$ cat src/rtl/fetch_pkg.sv
// Shared types and widths for the PC fetch sequencer: FSM states and the
// {pc, instr} entry carried from instruction memory to decode.
package fetch_pkg;

  localparam int PC_W    = 16;
  localparam int INSTR_W = 16;

  typedef enum logic [1:0] {
    FETCH,
    WAIT,
    DRAIN
  } fetch_state_e;

  typedef struct packed {
    logic [PC_W-1:0]    pc;
    logic [INSTR_W-1:0] instr;
  } fetch_entry_t;

endpackage

$ cat src/rtl/pc_fetch_sequencer_if.sv
// Fetch sequencer bus: redirect input, instruction-memory request/response
// channel and the decode-side instruction stream.
interface pc_fetch_sequencer_if;
  import fetch_pkg::*;

  logic               redirect_valid;
  logic [PC_W-1:0]    redirect_pc;
  logic               imem_req_valid;
  logic [PC_W-1:0]    imem_req_addr;
  logic               imem_req_ready;
  logic               imem_rsp_valid;
  logic [INSTR_W-1:0] imem_rsp_data;
  logic               out_valid;
  logic [INSTR_W-1:0] out_instr;
  logic [PC_W-1:0]    out_pc;
  logic               out_ready;

  modport master (
    input  redirect_valid, redirect_pc, imem_req_ready, imem_rsp_valid,
           imem_rsp_data, out_ready,
    output imem_req_valid, imem_req_addr, out_valid, out_instr, out_pc
  );

  modport slave (
    output redirect_valid, redirect_pc, imem_req_ready, imem_rsp_valid,
           imem_rsp_data, out_ready,
    input  imem_req_valid, imem_req_addr, out_valid, out_instr, out_pc
  );

endinterface

$ cat src/rtl/fetch_queue.sv
// Small FIFO of fetched {pc, instr} entries with synchronous flush.
// DEPTH must be a power of two so the pointers wrap naturally.
module fetch_queue
  import fetch_pkg::*;
#(
  parameter int DEPTH = 2,
  parameter int CNT_W = $clog2(DEPTH + 1)
) (
  input  logic             clk,
  input  logic             rst_n,
  input  logic             flush,
  input  logic             push,
  input  fetch_entry_t     push_entry,
  input  logic             pop,
  output logic             head_valid,
  output fetch_entry_t     head_entry,
  output logic [CNT_W-1:0] count
);

  localparam int PTR_W = (DEPTH > 1) ? $clog2(DEPTH) : 1;

  fetch_entry_t     mem [DEPTH];
  logic [PTR_W-1:0] wr_ptr;
  logic [PTR_W-1:0] rd_ptr;
  logic             push_ok;
  logic             pop_ok;

  assign head_valid = (count != '0);
  assign push_ok    = push && (count != CNT_W'(DEPTH));
  assign pop_ok     = pop && head_valid;
  assign head_entry = mem[rd_ptr];

  // NOTE: the storage array is not reset; count/pointers alone define which entries are live.
  always_ff @(posedge clk) begin
    if (push_ok) mem[wr_ptr] <= push_entry;
  end

  always_ff @(posedge clk) begin
    if (!rst_n || flush) begin
      wr_ptr <= '0;
      rd_ptr <= '0;
      count  <= '0;
    end else begin
      if (push_ok) wr_ptr <= wr_ptr + PTR_W'(1);
      if (pop_ok)  rd_ptr <= rd_ptr + PTR_W'(1);
      unique case ({push_ok, pop_ok})
        2'b10:   count <= count + CNT_W'(1);
        2'b01:   count <= count - CNT_W'(1);
        default: count <= count;
      endcase
    end
  end

endmodule

$ cat src/rtl/pc_fetch_sequencer.sv
// Instruction-fetch front end: single-outstanding fetch FSM, PC tagging of
// responses, and redirect handling that flushes the queue and drains stale data.
module pc_fetch_sequencer
  import fetch_pkg::*;
#(
  parameter logic [PC_W-1:0] RESET_PC = 16'h0000,
  parameter logic [PC_W-1:0] PC_STEP  = 16'h0001,
  parameter int              QDEPTH   = 2
) (
  input  logic                clk,
  input  logic                rst_n,
  pc_fetch_sequencer_if.master bus
);

  localparam int CNT_W = $clog2(QDEPTH + 1);

  fetch_state_e     state;
  logic [PC_W-1:0]  fetch_pc;
  logic [PC_W-1:0]  req_pc;
  logic             outstanding;
  logic             active;
  logic [CNT_W-1:0] count;
  logic             head_valid;
  fetch_entry_t     head_entry;
  fetch_entry_t     push_entry;
  logic             req_valid;
  logic             accept;
  logic             rsp_done;
  logic             still_outstanding;
  logic             push;
  logic             pop;

  // Slots already reserved by the in-flight request count against queue space.
  assign req_valid = active && (state == FETCH)
                     && ((int'(count) + int'(outstanding)) < QDEPTH);
  assign accept            = req_valid && bus.imem_req_ready;
  assign rsp_done          = outstanding && bus.imem_rsp_valid;
  assign still_outstanding = accept || (outstanding && !bus.imem_rsp_valid);
  assign push              = rsp_done && (state == WAIT) && !bus.redirect_valid;
  assign pop               = head_valid && bus.out_ready;
  assign push_entry        = '{pc: req_pc, instr: bus.imem_rsp_data};

  fetch_queue #(
    .DEPTH (QDEPTH),
    .CNT_W (CNT_W)
  ) u_queue (
    .clk        (clk),
    .rst_n      (rst_n),
    .flush      (bus.redirect_valid),
    .push       (push),
    .push_entry (push_entry),
    .pop        (pop),
    .head_valid (head_valid),
    .head_entry (head_entry),
    .count      (count)
  );

  // NOTE: all state uses non-blocking assignments so every update sees pre-edge values.
  always_ff @(posedge clk) begin
    if (!rst_n) begin
      state       <= FETCH;
      fetch_pc    <= RESET_PC;
      req_pc      <= RESET_PC;
      outstanding <= 1'b0;
      active      <= 1'b0;
    end else begin
      active      <= 1'b1;
      outstanding <= still_outstanding;
      if (accept) req_pc <= fetch_pc;

      if (bus.redirect_valid) begin
        // A response still owed to the old path must be swallowed in DRAIN.
        fetch_pc <= bus.redirect_pc;
        state    <= still_outstanding ? DRAIN : FETCH;
      end else begin
        unique case (state)
          FETCH: begin
            if (accept) begin
              fetch_pc <= fetch_pc + PC_STEP;
              state    <= WAIT;
            end
          end
          WAIT, DRAIN: begin
            if (rsp_done) state <= FETCH;
          end
          default: state <= FETCH;
        endcase
      end
    end
  end

  assign bus.imem_req_valid = req_valid;
  assign bus.imem_req_addr  = fetch_pc;
  assign bus.out_valid      = head_valid;
  assign bus.out_pc         = head_valid ? head_entry.pc : '0;
  assign bus.out_instr      = head_valid ? head_entry.instr : '0;

endmodule

$ cat src/flat_wrapper.sv
// flat-port wrapper written by rule: the top's interface ports become plain ports
module pc_fetch_sequencer_flat import fetch_pkg::*;
#(
  parameter logic [PC_W-1:0] RESET_PC = 16'h0000,
  parameter logic [PC_W-1:0] PC_STEP  = 16'h0001,
  parameter int              QDEPTH   = 2
)
  (clk, rst_n, bus_redirect_valid, bus_redirect_pc, bus_imem_req_ready, bus_imem_rsp_valid, bus_imem_rsp_data, bus_out_ready, bus_imem_req_valid, bus_imem_req_addr, bus_out_valid, bus_out_instr, bus_out_pc);
  pc_fetch_sequencer_if bus_i ();
  input  logic clk;
  input  logic rst_n;
  input wire logic [$bits(bus_i.redirect_valid)-1:0] bus_redirect_valid;
  input wire logic [$bits(bus_i.redirect_pc)-1:0] bus_redirect_pc;
  input wire logic [$bits(bus_i.imem_req_ready)-1:0] bus_imem_req_ready;
  input wire logic [$bits(bus_i.imem_rsp_valid)-1:0] bus_imem_rsp_valid;
  input wire logic [$bits(bus_i.imem_rsp_data)-1:0] bus_imem_rsp_data;
  input wire logic [$bits(bus_i.out_ready)-1:0] bus_out_ready;
  output wire logic [$bits(bus_i.imem_req_valid)-1:0] bus_imem_req_valid;
  output wire logic [$bits(bus_i.imem_req_addr)-1:0] bus_imem_req_addr;
  output wire logic [$bits(bus_i.out_valid)-1:0] bus_out_valid;
  output wire logic [$bits(bus_i.out_instr)-1:0] bus_out_instr;
  output wire logic [$bits(bus_i.out_pc)-1:0] bus_out_pc;
  assign bus_i.redirect_valid = bus_redirect_valid;
  assign bus_i.redirect_pc = bus_redirect_pc;
  assign bus_i.imem_req_ready = bus_imem_req_ready;
  assign bus_i.imem_rsp_valid = bus_imem_rsp_valid;
  assign bus_i.imem_rsp_data = bus_imem_rsp_data;
  assign bus_i.out_ready = bus_out_ready;
  assign bus_imem_req_valid = bus_i.imem_req_valid;
  assign bus_imem_req_addr = bus_i.imem_req_addr;
  assign bus_out_valid = bus_i.out_valid;
  assign bus_out_instr = bus_i.out_instr;
  assign bus_out_pc = bus_i.out_pc;
  pc_fetch_sequencer #(.RESET_PC(RESET_PC), .PC_STEP(PC_STEP), .QDEPTH(QDEPTH)) u_core (.clk(clk), .rst_n(rst_n), .bus(bus_i));
endmodule
$ cat config.mk
export PLATFORM = sky130hd
export DESIGN_NAME = pc_fetch_sequencer_flat
export DESIGN_NICKNAME = d
export VERILOG_FILES = /design/src/rtl/fetch_pkg.sv /design/src/rtl/pc_fetch_sequencer_if.sv /design/src/rtl/fetch_queue.sv /design/src/rtl/pc_fetch_sequencer.sv /design/src/flat_wrapper.sv
export SDC_FILE = /design/constraint.sdc
export NUM_CORES = 1
export LEC_CHECK = 0
export CAP_MARGIN = 20
export CORE_UTILIZATION = 30
export CTS_CLUSTER_SIZE = 30
export DETAILED_ROUTE_END_ITERATION = 8
export PLACE_DENSITY = 0.55
export SLEW_MARGIN = 40
export SYNTH_ARGS = -nofsm -noshare
export SYNTH_HDL_FRONTEND = slang
export SYNTH_HIERARCHICAL = 1
export SYNTH_SLANG_ARGS = --single-unit
$ cat constraint.sdc
create_clock -name clk -period 3.4 [get_ports clk]
set_clock_uncertainty 0.2 [all_clocks]
set_input_delay 0.51 -clock clk [delete_from_list [all_inputs] [get_ports clk]]
set_output_delay 0.51 -clock clk [all_outputs]
set_load 0.02 [all_outputs]
==> results by group, run 1 <==
Outcome
  – Outcome: finished, final reports clean

Final layout
  – Share of cells above drive strength 1: 0.1272
  – Area delta synth->final: 30.75%
  – Core Util, Final: 0.4009
  – Final Net Count: 501
  – Antenna Cells: 0

Power and ir drop
  – Switching power total: 0.5672 mW
  – VDD IR-drop max: 0.2545 mV
  – Sw frac: 0.2244
  – Clk pwr share: 0.377
  – Total power draw: 2.528 mW
  – Power Density: 435.5 nW/um2
  – Leakage: 1.972 nW
  – Comb power frac: 0.071
  – P_int: 1.961 mW
  – Sequential share of power: 0.553

Hold path
  – Min-delay src: u_core/req_pc[9]
  – Min-Delay Path Class: reg2reg
  – Worst hold stages: 0

Global routing
  – Largest net degree at the start of global routing: 35
  – All-Layer GR Usage: 0.1320
  – First-pass GRT wire length: 15120 um
  – Vias in the first global route: 2965
  – Congestion Overflow GR: 0
  – Initial antenna violation count: 0

Yosys
  – Register area share after synthesis: 0.6178
  – Synth async-reset ratio: 0
  – Yosys top cell area share: 0.4329
  – EDFF count, synth: 64
  – Count leader, synth: edfxtp_1
  – Yosys warnings: 6
  – Syn Nets: 413
  – Synth Flop Type: edfxtp_1
  – Area contributors post-synth: edfxtp_1, dfxtp_1, mux2_2, and2_1, nand2_1
  – Synthesized area: 4439 um2
  – Gate Count Post-Synth: 371
  – Yosys cell types: 43
  – Avg Inst Size Synth: 11.97 um2
  – Synth cell count leaders: edfxtp_1, nand2_1, dfxtp_1
  – Area leader, netlist: edfxtp_1
  – #FFs+latches synth: 105

STA
  – Setup TNS: 0 ns
  – Final Hold Viols: 0
  – Final WS setup: 0.5541 ns
  – RSZ-0062 raised after global routing: false
  – Final setup viols: 0
  – Slew headroom: 0.6011
  – Slew Viols, Final: 0
  – Fmax: 351.4 MHz
  – Slew at the pin closest to its max-slew limit: 0.5972 ns
  – Final min period: 2.846 ns
  – Final period utilization: 0.8370

Clocking
  – Clk sink count: 105
  – Post-CTS Setup Repair Bufs: 0
  – Clock root cell: clkbuf_16
  – Hold_buf cts: 0
  – Number of CTS-inserted buffers: 9
  – CTS H-tree depth: 3
  – CTS-repair resized insts: 0
  – CTS tree: built
  – Worst-path clk slew: 0.07 ns
  – Worst-Skew Late Latency: 0.34 ns
  – Clock tree buffer depth: 2

Floorplanning
  – Starting density of the core: 0.3066
  – # IOs: 88
  – Die area: 15290 um2
  – Site Rows: 44
  – Die width: 123.6 um
  – Die height: 123.6 um
  – Core Footprint: 14480 um2

Critical path
  – CP arrival: 2.14 ns
  – R2R Path Start: u_core/u_queue/count[1]
  – CP required: 2.69 ns
  – R2R Setup Slk: 1.03 ns
  – Crit end category: primary output
  – Crit Path Category: reg2out
  – FF-to-FF End: u_core/bus.imem_req_addr[15]
  – CP startpoint kind: register
  – Depth of the most critical reg-to-reg path: 4
  – Critical Path End: bus_out_pc[6]
  – CP Max Fanout: 32

Place
  – Post-DP HPWL: 6470 um
  – GPL Wtd Cong: 0.7496
  – Post-place setup slack: 0.6847 ns
  – # port buffers: 87

Route
  – Met1 WL: 4500 um
  – Drt drc: 0
  – Vias per cell: 4.711
  – Via count: 3053
  – Final WL: 9637 um
  – WL met3: 559 um
  – Per-cell routed wire length: 14.87 um
  – Met2 Routed Length: 4480 um
  – Drt pass-1 iters: 4
  – Post-route ant nets: 0
  – Max layer used: met4
  – DRT iter0 DRCs: 145

Flow run
  – Max-cap violations: 0
final cells by class:
cell class | instances | area, um2
Fill cell | 1384 | 8675
Sequential cell | 105 | 2743
Multi-Input combinational cell | 241 | 1595
Timing Repair Buffer | 96 | 938.4
Tap cell | 184 | 230.2
Clock buffer | 9 | 225.2
Clock inverter | 7 | 50.05
Inverter | 6 | 22.52
layout by cell type, fill, tap and decap left out, types with 3 or more instances in the layout:
cell and instances:
buf_4 9, clkdlybuf4s50_1 87, xnor2_1 4, clkbuf_16 9, a31oi_1 7, dfxtp_1 41
nand4_1 8, nand2_1 43, clkinv_1 4, xor2_1 5, o31ai_1 4, nor3_1 3
and3_1 6, ha_1 4, edfxtp_1 64, and2_1 34, o21a_1 4, and4_1 3
nand2b_1 3, nand3_1 6, mux2_2 30, or4_1 6, a21oi_1 24, o21ai_0 17
inv_1 4, nor2b_1 3, nor2_1 6
metrics by stage:
stage	std cells	instance area [um2]	hold WS, ns
2_1_floorplan	371	4439	0.2254
3_3_place_gp	632	5529	0.2364
3_5_place_dp	632	5529	0.2421
4_1_cts	648	5804	0.2586
5_1_grt	648	5804	0.2834
6_report	648	5804	0.2522
sequential cells by signal (all words and copies together), names as in the netlist, named ones only:
name and flops:
u_core/u_queue/wr_ptr 1, u_core/u_queue/mem 64, u_core/outstanding 1, u_core/bus.imem_req_addr 16, u_core/u_queue/count 2, u_core/state 2, u_core/u_queue/rd_ptr 1, u_core/active 1
u_core/req_pc 16
worst min path at each step:
stage          slack (ns)                        end
2_1_floorplan        0.23  u_core/u_queue/mem[0][16]
3_3_place_gp         0.24  u_core/u_queue/mem[0][25]
3_5_place_dp         0.24  u_core/u_queue/mem[0][25]
4_1_cts              0.26  u_core/u_queue/mem[1][25]
5_1_grt              0.28  u_core/u_queue/mem[0][25]
6_report             0.25  u_core/u_queue/mem[1][25]
worst max-delay path, stage by stage, from the launching register on:
cell and delay [ns]:
dfxtp_1 0.31, buf_4 0.39, mux2_2 0.39, and2_1 0.16, clkdlybuf4s50_1 0.55
logic make-up after synthesis:
family                     after synthesis  synth area share
and+or+nand+nor                        131            0.1618
DFF                                    105            0.6178
AOI/OAI and AO/OA                       64           0.08343
muxes                                   33           0.08343
buffers and inverters                   25           0.02452
xor gates and xnor gates                 9           0.01776
adders and majority gates                4           0.01127
per-layer routing:
layer / vias up / track usage
li1: 1524 / -
met1: 1439 / 0.1620
met2: 82 / 0.2215
met3: 8 / 0.03617
met4: 0 / 0.04669
met5: - / 0
power by group through the flow:
stage          Combinational [mW]  Clock (mW)  Sequential (mW)
6_report                    0.179       0.952             1.40
5_1_grt                     0.196        1.04             1.40
4_1_cts                     0.180       0.989             1.40
3_5_place_dp                0.179           0             1.43
3_3_place_gp                0.177           0             1.42
2_1_floorplan              0.0683           0             1.43
Note: power is estimated with default switching activity, not from simulation.
==> run 2, diff against run 1 <==
--- a/config.mk
+++ b/config.mk
@@ -9,7 +9,7 @@
 export CORE_UTILIZATION = 30
 export CTS_CLUSTER_SIZE = 30
 export DETAILED_ROUTE_END_ITERATION = 8
-export PLACE_DENSITY = 0.55
+export PLACE_DENSITY = 0.57
 export SLEW_MARGIN = 40
 export SYNTH_ARGS = -nofsm -noshare
 export SYNTH_HDL_FRONTEND = slang
==> constraint.sdc (replaced) <==
create_clock -name clk -period 2.55 [get_ports clk]
set_clock_uncertainty 0.2 [all_clocks]
set_input_delay 0.3825 -clock clk [delete_from_list [all_inputs] [get_ports clk]]
set_output_delay 0.3825 -clock clk [all_outputs]
set_load 0.02 [all_outputs]
==> results by group, run 2 (synthesis gave the netlist of run 1 again) <==
STA
  – Slew Viols, Final: 0
  – Final Hold Viols: 0
  – Slew at the pin closest to its max-slew limit: 0.5295 ns
  – Final min period: 2.501 ns
  – Fmax: 399.8 MHz
  – RSZ-0062 raised after global routing: false
  – Slew headroom: 0.6448
  – Final period utilization: 0.9810
  – Final setup viols: 0
  – Min Hold Slack: 0.2584 ns
  – Final WS setup: 0.04853 ns

Floorplanning
  – Site Rows: 44
  – Die height: 123.6 um
  – Core Footprint: 14480 um2
  – Die area: 15290 um2
  – # IOs: 88
  – Die width: 123.6 um
  – Starting density of the core: 0.3066

Critical path
  – CP Max Fanout: 16
  – R2R Setup Slk: 0.39 ns
  – R2R Path Start: u_core/u_queue/count[1]
  – FF-to-FF End: u_core/u_queue/count[1]
  – CP startpoint kind: register
  – CP arrival: 1.92 ns
  – Depth of the most critical reg-to-reg path: 6
  – Crit end category: primary output
  – CP required: 1.97 ns
  – Crit Path Category: reg2out

Global routing
  – Vias in the first global route: 3071
  – First-pass GRT wire length: 15550 um
  – Initial antenna violation count: 0
  – GR Util met2: 0.2125
  – Largest net degree at the start of global routing: 33
  – Congestion Overflow GR: 0
  – Met1 Usage GRT: 0.1822
  – Most used routing layer: met2
  – GR met3 Demand/Resource: 0.02244
  – All-Layer GR Usage: 0.1347

Clocking
  – Clock root cell: clkbuf_16
  – Worst-Skew Late Latency: 0.34 ns
  – Worst-path clk slew: 0.07 ns
  – Hold_buf cts: 0
  – CTS tree: built
  – CTS H-tree depth: 3
  – Clk sink count: 105
  – Number of CTS-inserted buffers: 9
  – Clock tree buffer depth: 2
  – Post-CTS Setup Repair Bufs: 0

Final layout
  – Core Util, Final: 0.4137
  – Antenna Cells: 0
  – Largest Register: u_core/u_queue/mem
  – Largest register FFs: 64
  – Final Net Count: 509
  – Commonest non-fill, non-tap cell in the layout: edfxtp_1
  – Commonest cells after routing, fill and taps aside: edfxtp_1, clkdlybuf4s50_1, nand2_1
  – Area delta synth->final: 34.92%
  – Share of cells above drive strength 1: 0.1504
  – Final instance area: 5989 um2

Power and ir drop
  – Total power draw: 3.579 mW
  – Power Density: 597.6 nW/um2
  – VDD IR-drop max: 0.3265 mV
  – Leakage: 2.401 nW

Route
  – Post-route ant nets: 0
  – Per-cell routed wire length: 15.48 um
  – DRT iter0 DRCs: 138
  – Drt drc: 0
  – Final WL: 10160 um
  – Drt pass-1 iters: 4
  – Vias per cell: 4.735
  – Via count: 3106

Place
  – # port buffers: 87
  – Post-place setup slack: 0.1278 ns
  – GPL Wtd Cong: 0.7964
  – Placement Cell Area: 5612 um2
  – Post-DP HPWL: 6609 um

Flow run
  – Max-cap violations: 0

Hold path
  – Min-delay src: u_core/req_pc[11]
  – Worst hold stages: 0
  – Hold endpoint: u_core/u_queue/mem[0][27]
  – Min-Delay Path Class: reg2reg

Outcome
  – Outcome: finished, final reports clean
## run 2: cell types whose count changed in the layout (fill, tap and decap cells not counted), sizes merged, moves of 2 or more
| cell | previous run | this run |
|---|---|---|
| inv | 7 | 5 |
| buf | 9 | 15 |
| clkdlybuf4s50 | 87 | 56 |
| dlymetal6s2s | 0 | 15 |
| bufinv | 0 | 2 |
| dlygate4sd2 | 0 | 16 |
## run 2: layout make-up
cell class | count | area, um2
Clock inverter | 7 | 93.84
Fill cell | 1407 | 8489
Sequential cell | 105 | 2745
Timing Repair Buffer | 103 | 1064
Tap cell | 184 | 230.2
Clock buffer | 9 | 225.2
Multi-Input combinational cell | 242 | 1609
Inverter | 6 | 22.52
## run 2: report_power, final
part	switching (mW)	leakage [nW]	internal, mW	total (mW)
Combinational	0.119	1.29	0.129	0.248
Sequential	0.0401	0.960	1.82	1.86
Clock	0.609	0.153	0.861	1.47
## run 2: through the flow
stage,TNS [ns],instances
finish,0,656
global route,0,656
CTS,-0.02311,655
detailed placement,0,638
global placement,0,638
floorplan,0,371
## run 2: layer usage
metal / up-vias / share of wire
li1: 1543 / -
met1: 1454 / 0.48
met2: 93 / 0.45
met3: 16 / 0.050
met4: 0 / 0.017
met5: - / 0
## run 2: worst max path at each step
stage | from | end | slack (ns) | depth (start not counted)
after floorplan | bus_redirect_valid | u_core/u_queue/mem[1][0] | 0.10 | 4
after global placement | bus_imem_rsp_valid | u_core/u_queue/count[1] | 0.15 | 7
after detailed placement | bus_imem_rsp_valid | u_core/u_queue/count[1] | 0.13 | 7
after CTS | u_core/u_queue/count[0] | bus_imem_req_valid | -0.02 | 3
after global routing | register | bus_out_instr[13] | 0.005 | 4
final | register | bus_out_instr[13] | 0.05 | 4
## run 2: worst max-delay path: stages, from the launching register on
cell and delay [ns]:
dfxtp_2 0.39, buf_12 0.18, mux2_2 0.33, and2_1 0.15, clkdlybuf4s50_1 0.53
## run 2: what timing repair did
action                     4_1_cts  5_1_grt
pin swaps                        1        0
setup endpoints to repair       33       17
resized for setup               18       18
gates cloned                     1        1
